==> src/rtl/vga_timing_gen_if.sv <==
// Bundle between vga_timing_gen and its pixel source / DAC. The generator is the master,
// and the pixel source together with the display side is the slave.
interface vga_timing_gen_if #(
  parameter int RW = 3,
  parameter int GW = 3,
  parameter int BW = 2
);
  logic [1:0]    MODE;
  logic [RW-1:0] PIX_R;
  logic [GW-1:0] PIX_G;
  logic [BW-1:0] PIX_B;
  logic          PIX_REQ;
  logic [9:0]    PIX_X;
  logic [9:0]    PIX_Y;
  logic [RW-1:0] VGA_R;
  logic [GW-1:0] VGA_G;
  logic [BW-1:0] VGA_B;
  logic          VGA_HS;
  logic          VGA_VS;
  logic          VGA_DE;
  logic          FRAME_START;

  modport master (
    input  MODE, PIX_R, PIX_G, PIX_B,
    output PIX_REQ, PIX_X, PIX_Y, VGA_R, VGA_G, VGA_B, VGA_HS, VGA_VS, VGA_DE, FRAME_START
  );
  modport slave (
    output MODE, PIX_R, PIX_G, PIX_B,
    input  PIX_REQ, PIX_X, PIX_Y, VGA_R, VGA_G, VGA_B, VGA_HS, VGA_VS, VGA_DE, FRAME_START
  );
endinterface

==> src/rtl/vga_timing_gen.sv <==
// VGA raster timing generator: pixel-enable divider, h/v counters, pixel request to an
// external source, and an SRC_LAT-deep output stage that lines colour up with DE/HS/VS.
module vga_timing_gen #(
  parameter int CLK_DIV  = 2,
  parameter int H_ACTIVE = 640,
  parameter int H_FP     = 16,
  parameter int H_SYNC   = 96,
  parameter int H_BP     = 48,
  parameter int V_ACTIVE = 480,
  parameter int V_FP     = 10,
  parameter int V_SYNC   = 2,
  parameter int V_BP     = 29,
  parameter int HS_POL   = 0,
  parameter int VS_POL   = 0,
  parameter int SRC_LAT  = 1,
  parameter int RW       = 3,
  parameter int GW       = 3,
  parameter int BW       = 2
) (
  input  logic             CLK_50M,
  input  logic             RST,
  vga_timing_gen_if.master bus
);
  localparam int   H_TOTAL = H_ACTIVE + H_FP + H_SYNC + H_BP;
  localparam int   V_TOTAL = V_ACTIVE + V_FP + V_SYNC + V_BP;
  localparam int   HW      = $clog2(H_TOTAL);
  localparam int   VW      = $clog2(V_TOTAL);
  localparam int   DW      = (CLK_DIV > 1) ? $clog2(CLK_DIV) : 1;
  localparam int   BAR_W   = (H_ACTIVE >= 8) ? H_ACTIVE / 8 : 1;
  localparam logic HS_ON   = (HS_POL != 0);
  localparam logic VS_ON   = (VS_POL != 0);

  logic [DW-1:0] div_q, div_d;
  logic [HW-1:0] h_q, h_d;
  logic [VW-1:0] v_q, v_d;
  logic [1:0]    mode_q;
  logic          fs_q;
  logic          pe, frame_origin;

  // Stage 0 drives PIX_REQ/PIX_X/PIX_Y; stage SRC_LAT drives the VGA outputs.
  logic [SRC_LAT:0]       vld_pipe_q, hs_pipe_q, vs_pipe_q;
  logic [SRC_LAT:0][9:0]  x_pipe_q, y_pipe_q;

  logic [31:0] hx, vx;
  logic        act_raw, hs_raw, vs_raw;
  logic [9:0]  x_raw, y_raw;

  assign pe           = (div_q == DW'(CLK_DIV - 1));
  assign frame_origin = (h_q == '0) && (v_q == '0);

  always_comb begin
    div_d = div_q;
    h_d   = h_q;
    v_d   = v_q;
    if (pe) begin
      div_d = '0;
      if (h_q == HW'(H_TOTAL - 1)) begin
        h_d = '0;
        v_d = (v_q == VW'(V_TOTAL - 1)) ? '0 : v_q + VW'(1);
      end else begin
        h_d = h_q + HW'(1);
      end
    end else begin
      div_d = div_q + DW'(1);
    end
  end

  // Compare in 32 bits so a sync window ending exactly at the total never overflows.
  assign hx      = 32'(h_q);
  assign vx      = 32'(v_q);
  assign act_raw = (hx < 32'(H_ACTIVE)) && (vx < 32'(V_ACTIVE));
  assign hs_raw  = (hx >= 32'(H_ACTIVE + H_FP)) && (hx < 32'(H_ACTIVE + H_FP + H_SYNC));
  assign vs_raw  = (vx >= 32'(V_ACTIVE + V_FP)) && (vx < 32'(V_ACTIVE + V_FP + V_SYNC));
  assign x_raw   = act_raw ? 10'(h_q) : 10'd0;
  assign y_raw   = act_raw ? 10'(v_q) : 10'd0;

  always_ff @(posedge CLK_50M) begin
    if (RST) begin
      div_q      <= '0;
      h_q        <= '0;
      v_q        <= '0;
      mode_q     <= '0;
      fs_q       <= 1'b0;
      vld_pipe_q <= '0;
      hs_pipe_q  <= '0;
      vs_pipe_q  <= '0;
      x_pipe_q   <= '0;
      y_pipe_q   <= '0;
    end else begin
      div_q <= div_d;
      h_q   <= h_d;
      v_q   <= v_d;
      fs_q  <= pe && frame_origin;
      if (pe) begin
        if (frame_origin) mode_q <= bus.MODE;
        vld_pipe_q <= {vld_pipe_q[SRC_LAT-1:0], act_raw};
        hs_pipe_q  <= {hs_pipe_q[SRC_LAT-1:0], hs_raw};
        vs_pipe_q  <= {vs_pipe_q[SRC_LAT-1:0], vs_raw};
        x_pipe_q   <= {x_pipe_q[SRC_LAT-1:0], x_raw};
        y_pipe_q   <= {y_pipe_q[SRC_LAT-1:0], y_raw};
      end
    end
  end

  logic [9:0]    xo, yo, bar_i;
  logic [10:0]   xy_sum;
  logic [2:0]    bar_c, bar_col;
  logic [RW-1:0] r_c;
  logic [GW-1:0] g_c;
  logic [BW-1:0] b_c;

  assign xo      = x_pipe_q[SRC_LAT];
  assign yo      = y_pipe_q[SRC_LAT];
  assign xy_sum  = {1'b0, xo} + {1'b0, yo};
  assign bar_i   = xo / 10'(BAR_W);
  assign bar_c   = (bar_i > 10'd7) ? 3'd7 : bar_i[2:0];
  assign bar_col = 3'd7 - bar_c;

  // External data is taken straight from the source, whose registered output already
  // updates on the same pe-tick as the output stage.
  always_comb begin
    r_c = '0;
    g_c = '0;
    b_c = '0;
    if (vld_pipe_q[SRC_LAT]) begin
      case (mode_q)
        2'd0: begin
          r_c = bus.PIX_R;
          g_c = bus.PIX_G;
          b_c = bus.PIX_B;
        end
        2'd1: begin
          r_c = {RW{bar_col[2]}};
          g_c = {GW{bar_col[1]}};
          b_c = {BW{bar_col[0]}};
        end
        2'd2: begin
          r_c = RW'(xo >> 4);
          g_c = GW'(yo >> 4);
          b_c = BW'(xy_sum >> 4);
        end
        default: ;
      endcase
    end
  end

  assign bus.PIX_REQ     = vld_pipe_q[0];
  assign bus.PIX_X       = x_pipe_q[0];
  assign bus.PIX_Y       = y_pipe_q[0];
  assign bus.VGA_DE      = vld_pipe_q[SRC_LAT];
  assign bus.VGA_HS      = hs_pipe_q[SRC_LAT] ? HS_ON : ~HS_ON;
  assign bus.VGA_VS      = vs_pipe_q[SRC_LAT] ? VS_ON : ~VS_ON;
  assign bus.VGA_R       = r_c;
  assign bus.VGA_G       = g_c;
  assign bus.VGA_B       = b_c;
  assign bus.FRAME_START = fs_q;
endmodule

==> src/flat_wrapper.sv <==
// flat-port wrapper written by rule: the top's interface ports become plain ports
module vga_timing_gen_flat 
#(
  parameter int CLK_DIV  = 2,
  parameter int H_ACTIVE = 640,
  parameter int H_FP     = 16,
  parameter int H_SYNC   = 96,
  parameter int H_BP     = 48,
  parameter int V_ACTIVE = 480,
  parameter int V_FP     = 10,
  parameter int V_SYNC   = 2,
  parameter int V_BP     = 29,
  parameter int HS_POL   = 0,
  parameter int VS_POL   = 0,
  parameter int SRC_LAT  = 1,
  parameter int RW       = 3,
  parameter int GW       = 3,
  parameter int BW       = 2
)
  (CLK_50M, RST, bus_MODE, bus_PIX_R, bus_PIX_G, bus_PIX_B, bus_PIX_REQ, bus_PIX_X, bus_PIX_Y, bus_VGA_R, bus_VGA_G, bus_VGA_B, bus_VGA_HS, bus_VGA_VS, bus_VGA_DE, bus_FRAME_START);
  vga_timing_gen_if #(.RW(RW), .GW(GW), .BW(BW)) bus_i ();
  input  logic CLK_50M;
  input  logic RST;
  input wire logic [$bits(bus_i.MODE)-1:0] bus_MODE;
  input wire logic [$bits(bus_i.PIX_R)-1:0] bus_PIX_R;
  input wire logic [$bits(bus_i.PIX_G)-1:0] bus_PIX_G;
  input wire logic [$bits(bus_i.PIX_B)-1:0] bus_PIX_B;
  output wire logic [$bits(bus_i.PIX_REQ)-1:0] bus_PIX_REQ;
  output wire logic [$bits(bus_i.PIX_X)-1:0] bus_PIX_X;
  output wire logic [$bits(bus_i.PIX_Y)-1:0] bus_PIX_Y;
  output wire logic [$bits(bus_i.VGA_R)-1:0] bus_VGA_R;
  output wire logic [$bits(bus_i.VGA_G)-1:0] bus_VGA_G;
  output wire logic [$bits(bus_i.VGA_B)-1:0] bus_VGA_B;
  output wire logic [$bits(bus_i.VGA_HS)-1:0] bus_VGA_HS;
  output wire logic [$bits(bus_i.VGA_VS)-1:0] bus_VGA_VS;
  output wire logic [$bits(bus_i.VGA_DE)-1:0] bus_VGA_DE;
  output wire logic [$bits(bus_i.FRAME_START)-1:0] bus_FRAME_START;
  assign bus_i.MODE = bus_MODE;
  assign bus_i.PIX_R = bus_PIX_R;
  assign bus_i.PIX_G = bus_PIX_G;
  assign bus_i.PIX_B = bus_PIX_B;
  assign bus_PIX_REQ = bus_i.PIX_REQ;
  assign bus_PIX_X = bus_i.PIX_X;
  assign bus_PIX_Y = bus_i.PIX_Y;
  assign bus_VGA_R = bus_i.VGA_R;
  assign bus_VGA_G = bus_i.VGA_G;
  assign bus_VGA_B = bus_i.VGA_B;
  assign bus_VGA_HS = bus_i.VGA_HS;
  assign bus_VGA_VS = bus_i.VGA_VS;
  assign bus_VGA_DE = bus_i.VGA_DE;
  assign bus_FRAME_START = bus_i.FRAME_START;
  vga_timing_gen #(.CLK_DIV(CLK_DIV), .H_ACTIVE(H_ACTIVE), .H_FP(H_FP), .H_SYNC(H_SYNC), .H_BP(H_BP), .V_ACTIVE(V_ACTIVE), .V_FP(V_FP), .V_SYNC(V_SYNC), .V_BP(V_BP), .HS_POL(HS_POL), .VS_POL(VS_POL), .SRC_LAT(SRC_LAT), .RW(RW), .GW(GW), .BW(BW)) u_core (.CLK_50M(CLK_50M), .RST(RST), .bus(bus_i));
endmodule
==> config.mk <==
export PLATFORM = sky130hd
export DESIGN_NAME = vga_timing_gen_flat
export DESIGN_NICKNAME = d
export VERILOG_FILES = /design/src/rtl/vga_timing_gen_if.sv /design/src/rtl/vga_timing_gen.sv /design/src/flat_wrapper.sv
export SDC_FILE = /design/constraint.sdc
export NUM_CORES = 1
export LEC_CHECK = 0
export CAP_MARGIN = 40
export CORE_MARGIN = 2
export CORE_UTILIZATION = 55
export CTS_BUF_LIST = sky130_fd_sc_hd__clkbuf_4
export DETAILED_ROUTE_END_ITERATION = 12
export GPL_ROUTABILITY_DRIVEN = 0
export GPL_TIMING_DRIVEN = 0
export PLACE_DENSITY = 0.8
export SLEW_MARGIN = 20
export SYNTH_ARGS = -nofsm -noshare
export SYNTH_HDL_FRONTEND = slang
export SYNTH_SLANG_ARGS = --single-unit
==> constraint.sdc <==
create_clock -name CLK_50M -period 5.6 [get_ports CLK_50M]
set_clock_uncertainty 0.2 [all_clocks]
set_input_delay 0.56 -clock CLK_50M [delete_from_list [all_inputs] [get_ports CLK_50M]]
set_output_delay 0.56 -clock CLK_50M [all_outputs]
set_load 0.1 [all_outputs]
==> results.sh, run 1 <==
export IMPL_run_status="finished clean"
export IMPL_relSlewSlack=0.426
export IMPL_cts_hold_fix_buffers=0
export IMPL_synth_nets=346
export IMPL_crit_path_max_fanout=10
export IMPL_fin_nets=435
export IMPL_hp_class="flip-flop to flip-flop"
export IMPL_yosys_warnings=0
export IMPL_core_area_sq_mm=0.00551
export IMPL_ir_drop_mv=0.245
export IMPL_endpoint_kind="output port"
export IMPL_cts_tree="built"
export IMPL_syn_area_per_cell_sq_um=9.61
export IMPL_grt_max_degree=13
export IMPL_cts_buffers=9
export IMPL_ys_ff_latch=67
export IMPL_p_per_area_mw_per_mm2=231
export IMPL_setup_viol=0
export IMPL_synth_seq_area_share=0.428
export IMPL_place_hpwl_um=6060
export IMPL_finalNonFillerCells=492
export IMPL_ctsResizeCount=0
export IMPL_rows=27
export IMPL_grt_overflow_total=0
export IMPL_crit_path_start_kind="flip-flop"
export IMPL_grt_usage=0.284
export IMPL_die_area_sq_mm=0.00631
export IMPL_dieHeight_um=79.5
export IMPL_synth_top_area_share=0.428
export IMPL_slew_viol_final=0
export IMPL_ctsRootBufferMaster="clkbuf_4"
export IMPL_hold_viol_final=0
export IMPL_period_needed_ns=3.82
export IMPL_cts_max_path_buffers=2
export IMPL_rsz0062_at_grt="false"
export IMPL_synth_edf_count=0
export IMPL_routed_wirelength_um=8400
export IMPL_period_share=0.683
export IMPL_synth_area_top_cells="dfxtp_1 (43%), mux2i_1 (7.7%), nor2_1 (5.9%)"
export IMPL_ff2ff_setup_slack_ns=3.22
export IMPL_postLayoutCellArea_sq_mm=0.00435
export IMPL_cts_sinks=67
export IMPL_cp_required_ns=4.84
export IMPL_postCtsSetupBuffers=0
export IMPL_final_antenna_net_count=0
export IMPL_p_leak_nw=1.72
export IMPL_htree_levels=3
export IMPL_worstMarginPinSlew_ns=0.861
export IMPL_avgViaCountPerCell=5.68
export IMPL_wl_per_cell_um=17.1
export IMPL_io_buffers=44
export IMPL_synth_top_area_cell="dfxtp_1"
export IMPL_remaining_drc_errors=0
export IMPL_hold_ws_ns=0.290
export IMPL_antenna_found_initial=0
export IMPL_synth_cell_types=59
export IMPL_path_clk_slew_ns=0.11
export IMPL_clk_insertion_delay_late_ns=0.42
export IMPL_crit_type="flip-flop to output port"
export IMPL_fmax_ghz=0.262
export IMPL_syn_area_sq_mm=0.00313
export IMPL_drive_gt1_frac=0.186
export IMPL_synthCells=326
export IMPL_fp_dieW_um=79.5
export IMPL_cap_viol_max_count=0
export IMPL_vias=2793
export IMPL_drt_pass1_iter_count=5
export IMPL_cp_data_arrival_time_ns=3.06
export IMPL_utilization=0.791
export IMPL_syn2layout_area_growth_pct=39.0
export IMPL_initial_core_util=0.569
export IMPL_diodes=0
export IMPL_grt_pass1_vias=2790
export IMPL_drtIter0Drc=166
export IMPL_dp_cells=475
export IMPL_placed_area_sq_mm=0.00416
export IMPL_tns_ns=0
export IMPL_yosys_most_used_dff="dfxtp_1"
export IMPL_ys_async_sr_fraction=0
export IMPL_grt_pass1_wl_um=13700
export IMPL_pin_count=45
## state kept, by name, indices dropped and copies added (netlist names)
| name | cells |
|---|---|
| u_core.mode_q | 2 |
| u_core.xo | 10 |
| u_core.vs_pipe_q | 2 |
| u_core.h_q | 10 |
| u_core.vld_pipe_q | 2 |
| u_core.div_q | 1 |
| u_core.v_q | 10 |
| u_core.bus.PIX_Y | 10 |
| u_core.yo | 7 |
| u_core.bus.FRAME_START | 1 |
| u_core.hs_pipe_q | 2 |
| u_core.bus.PIX_X | 10 |
## placed cells by master (no fill, tap or decap), types with 2 or more instances in the layout
master | synthesis | layout
nand2_1 | 16 | 16
clkinv_2 | 0 | 2
clkbuf_4 | 0 | 9
buf_1 | 2 | 2
mux2i_1 | 24 | 24
nor3_1 | 8 | 8
a22o_1 | 17 | 17
nand4_1 | 6 | 6
clkbuf_1 | 7 | 7
clkdlybuf4s50_1 | 0 | 44
or3_1 | 2 | 2
and3_1 | 4 | 4
and2_1 | 3 | 3
nand2b_1 | 2 | 2
o21ai_0 | 5 | 5
a21o_1 | 2 | 2
inv_1 | 12 | 12
xor2_1 | 13 | 13
buf_6 | 4 | 5
a21oi_1 | 14 | 14
xnor2_1 | 6 | 6
nand3_1 | 4 | 4
nand3b_1 | 2 | 2
or4_1 | 2 | 2
buf_8 | 0 | 33
nor2_1 | 49 | 49
nand4b_1 | 2 | 2
mux2_2 | 6 | 6
dfxtp_1 | 67 | 67
ha_1 | 8 | 8
bufinv_16 | 0 | 3
nor4_1 | 4 | 4
buf_2 | 4 | 4
## cells by family (layout without fill, tap and decap cells)
kind of cell    Yosys count  in the layout  share of synthesized area
fa+ha+maj                 9              9                     0.0352
buf+inv                  32            126                     0.0527
compound gates           51             51                      0.131
mux                      30             30                     0.0983
xor+xnor                 19             19                     0.0531
flops                    67             67                      0.428
simple gates            118            118                      0.201
## worst max-delay path, cell delays in order, from the launching register on
cell	delay [ns]
dfxtp_1	0.41
clkinv_1	0.29
or3_1	0.48
a211oi_1	0.50
a21oi_1	0.08
nor2_1	0.14
clkdlybuf4s50_1	0.54
buf_8	0.20
## metal layers
layer / vias to the layer above / global-route usage / part of all wire
met4: 0 / 0.143 / 0.031
li1: 1336 / - / -
met1: 1304 / 0.339 / 0.40
met5: - / 0 / 0
met3: 31 / 0.0701 / 0.062
met2: 122 / 0.472 / 0.51
## where the power goes
part	total, W	internal [W]	switching, W	leakage [nW]
combinational	0.000118	0.0000476	0.0000708	1.08
sequential	0.000487	0.000481	0.00000606	0.541
clock	0.000402	0.000225	0.000177	0.0959
total	0.00101	0.000754	0.000253	1.72
## path summary, 6_finish.rpt
kind | cells after the start | start | endpoint
max | 7 | u_core.mode_q[0] | bus_VGA_G[1]
min | 1 | u_core.vs_pipe_q[0] | u_core.vs_pipe_q[0]
max reg2reg | 5 | u_core.h_q[1] | u_core.v_q[5]
min reg2reg | 1 | u_core.vs_pipe_q[0] | u_core.vs_pipe_q[0]
## cell usage after synthesis (all sizes together), types with 2 or more instances
cell	n
buf	11
o21ai	5
or4	2
a21o	2
and2	3
nor2	49
nand2b	2
and3	5
a21oi	14
nor3	9
or3	3
mux2i	24
dfxtp	67
nand2	16
nand3b	2
xor2	13
nand4	7
nor4	5
xnor2	6
mux2	6
ha	8
nand4b	2
a22o	18
nand3	4
inv	12
clkbuf	7
## metrics by stage
step / setup WS [ns] / power (W)
floorplan: 1.89 / 0.000571
global placement: 1.94 / 0.000598
detailed placement: 2.28 / 0.000614
CTS: 1.81 / 0.00101
global route: 1.68 / 0.00104
finish: 1.78 / 0.00101
## layout make-up
| cell class | count | area (sq um) |
|---|---|---|
| Tap cell | 72 | 90.1 |
| Inverter | 13 | 48.8 |
| Clock inverter | 7 | 116 |
| Timing Repair Buffer | 78 | 947 |
| Fill cell | 300 | 1150 |
| Multi-Input combinational cell | 227 | 1630 |
| Clock buffer | 9 | 67.6 |
| Sequential cell | 67 | 1340 |
| Buffer | 19 | 116 |
Note: power is estimated with default switching activity, not from simulation.
==> run 2: changes to the inputs <==
- clock period: 5.6 -> 3.6 ns (I/O delays scaled with it)
==> results.sh, run 2 (synthesis results as in run 1) <==
export IMPL_switching_share=0.252
export IMPL_grt_pass1_vias=2790
export IMPL_cts_sinks=67
export IMPL_final_antenna_net_count=0
export IMPL_pwr_share_seq=0.484
export IMPL_crit_path_start_kind="flip-flop"
export IMPL_period_needed_ns=3.50
export IMPL_cts_max_path_buffers=2
export IMPL_slew_viol_final=0
export IMPL_wl_per_cell_um=17.1
export IMPL_fp_dieW_um=79.5
export IMPL_clk_insertion_delay_late_ns=0.43
export IMPL_utilization=0.791
export IMPL_hold_viol_final=0
export IMPL_grt_pass1_wl_um=13700
export IMPL_reg2regPathDepth=5
export IMPL_crit_family="compound AO/OA/AOI/OAI gates"
export IMPL_die_area_sq_mm=0.00631
export IMPL_place_hpwl_um=6060
export IMPL_power_frac_comb=0.117
export IMPL_fillers=296
export IMPL_crit_path_max_fanout=9
export IMPL_drive_gt1_frac=0.191
export IMPL_drtIter0Drc=164
export IMPL_path_cells="buf_6, or2_4, a2111oi_4, o311ai_1, a311o_1, o221ai_1, clkdlybuf4s50_1, buf_8"
export IMPL_initial_core_util=0.569
export IMPL_htree_levels=3
export IMPL_crit_type="flip-flop to output port"
export IMPL_io_buffers=44
export IMPL_max_stage_delay_ns=0.54
export IMPL_period_share=0.972
export IMPL_hp_class="flip-flop to flip-flop"
export IMPL_endpoint_kind="output port"
export IMPL_grt_usage=0.284
export IMPL_rsz0062_at_grt="false"
export IMPL_vias=2806
export IMPL_final_common_cell="dfxtp_1"
export IMPL_routed_wirelength_um=8390
export IMPL_cp_data_arrival_time_ns=2.94
export IMPL_fin_nets=434
export IMPL_power_frac_clock=0.399
export IMPL_worst_path_stages=8
export IMPL_remaining_drc_errors=0
export IMPL_grt_max_degree=13
export IMPL_p_leak_nw=1.72
export IMPL_ir_drop_mv=0.381
export IMPL_cts_buffers=9
export IMPL_avgViaCountPerCell=5.71
export IMPL_setup_viol=0
export IMPL_relSlewSlack=0.433
export IMPL_p_int_w=0.00117
export IMPL_hold_depth=1
export IMPL_grt_overflow_total=0
export IMPL_cts_tree="built"
export IMPL_antenna_found_initial=0
export IMPL_cp_num_buf_inv=3
export IMPL_path_clk_slew_ns=0.11
export IMPL_core_area_sq_mm=0.00551
export IMPL_p_per_area_mw_per_mm2=360
export IMPL_layout_common_cells="dfxtp_1 (67), nor2_1 (49), clkdlybuf4s50_1 (43)"
export IMPL_tns_ns=0
export IMPL_dieHeight_um=79.5
export IMPL_worstMarginPinSlew_ns=0.851
export IMPL_run_status="finished clean"
export IMPL_drt_pass1_iter_count=5
export IMPL_switching_power_w=0.000395
export IMPL_crit_slowest_cell="clkdlybuf4s50_1"
export IMPL_diodes=0
export IMPL_pin_count=45
export IMPL_ctsRootBufferMaster="clkbuf_4"
export IMPL_cp_required_ns=3.04
export IMPL_fmax_ghz=0.286
export IMPL_rows=27
export IMPL_cap_viol_max_count=0
export IMPL_syn2layout_area_growth_pct=39.0
-- run 2: cell count changes in the layout (fill, tap and decap cells not counted), sizes merged --
cell and delta:
clkdlybuf4s50 -1
-- run 2: worst paths after layout --
kind	start	end	slack, ns
max	u_core.xo[7]	bus_VGA_B[1]	0.10
min	u_core.vs_pipe_q[0]	u_core.vs_pipe_q[0]	0.29
max reg2reg	u_core.h_q[1]	u_core.v_q[5]	1.24
min reg2reg	u_core.vs_pipe_q[0]	u_core.vs_pipe_q[0]	0.29
-- run 2: layout make-up --
| cell class | count | area, sq um | share of cell area |
|---|---|---|---|
| Multi-Input combinational cell | 227 | 1630 | 0.374 |
| Sequential cell | 67 | 1340 | 0.308 |
| Buffer | 19 | 118 | 0.0270 |
| Inverter | 13 | 48.8 | 0.0112 |
| Tap cell | 72 | 90.1 | 0.0207 |
| Timing Repair Buffer | 77 | 942 | 0.216 |
| Clock buffer | 9 | 67.6 | 0.0155 |
| Clock inverter | 7 | 116 | 0.0267 |
-- run 2: per-layer routing --
layer	part of all wire	up-vias	track usage
met4	0.029	0	0.143
li1	-	1336	-
met3	0.064	30	0.0701
met5	0	-	0
met2	0.51	132	0.472
met1	0.40	1308	0.339
-- run 2: power by group through the flow --
stage / sequential (W) / clock (W) / combinational [W]
global route: 0.000760 / 0.000664 / 0.000192
CTS: 0.000758 / 0.000626 / 0.000182
detailed placement: 0.000775 / 0 / 0.000181
floorplan: 0.000794 / 0 / 0.0000944
global placement: 0.000774 / 0 / 0.000157
finish: 0.000758 / 0.000626 / 0.000184
-- run 2: metrics by stage --
step	power [W]	worst slack [ns]	hold slack [ns]	instances	cell area, sq um
after floorplan	0.000889	0.0872	0.242	326	3130
after global placement	0.000931	0.138	0.243	442	3660
after detailed placement	0.000955	0.476	0.264	475	4160
after CTS	0.00157	0.0121	0.289	491	4340
after global routing	0.00162	0.00761	0.319	491	4350
final	0.00157	0.102	0.290	491	4350
-- run 2: worst reg2reg max path: stages (launching register included) --
cell and delay, ns:
dfxtp_1 0.45, ha_1 0.23, nand4_2 0.24, or4_1 0.60, o31ai_4 0.44, nor2_1 0.09
-- run 2: what timing repair did --
action	4_1_cts	5_1_grt
hold buffers	0	0
gates resized for setup	0	4
buffers inserted	0	0
setup endpoints to repair	0	5
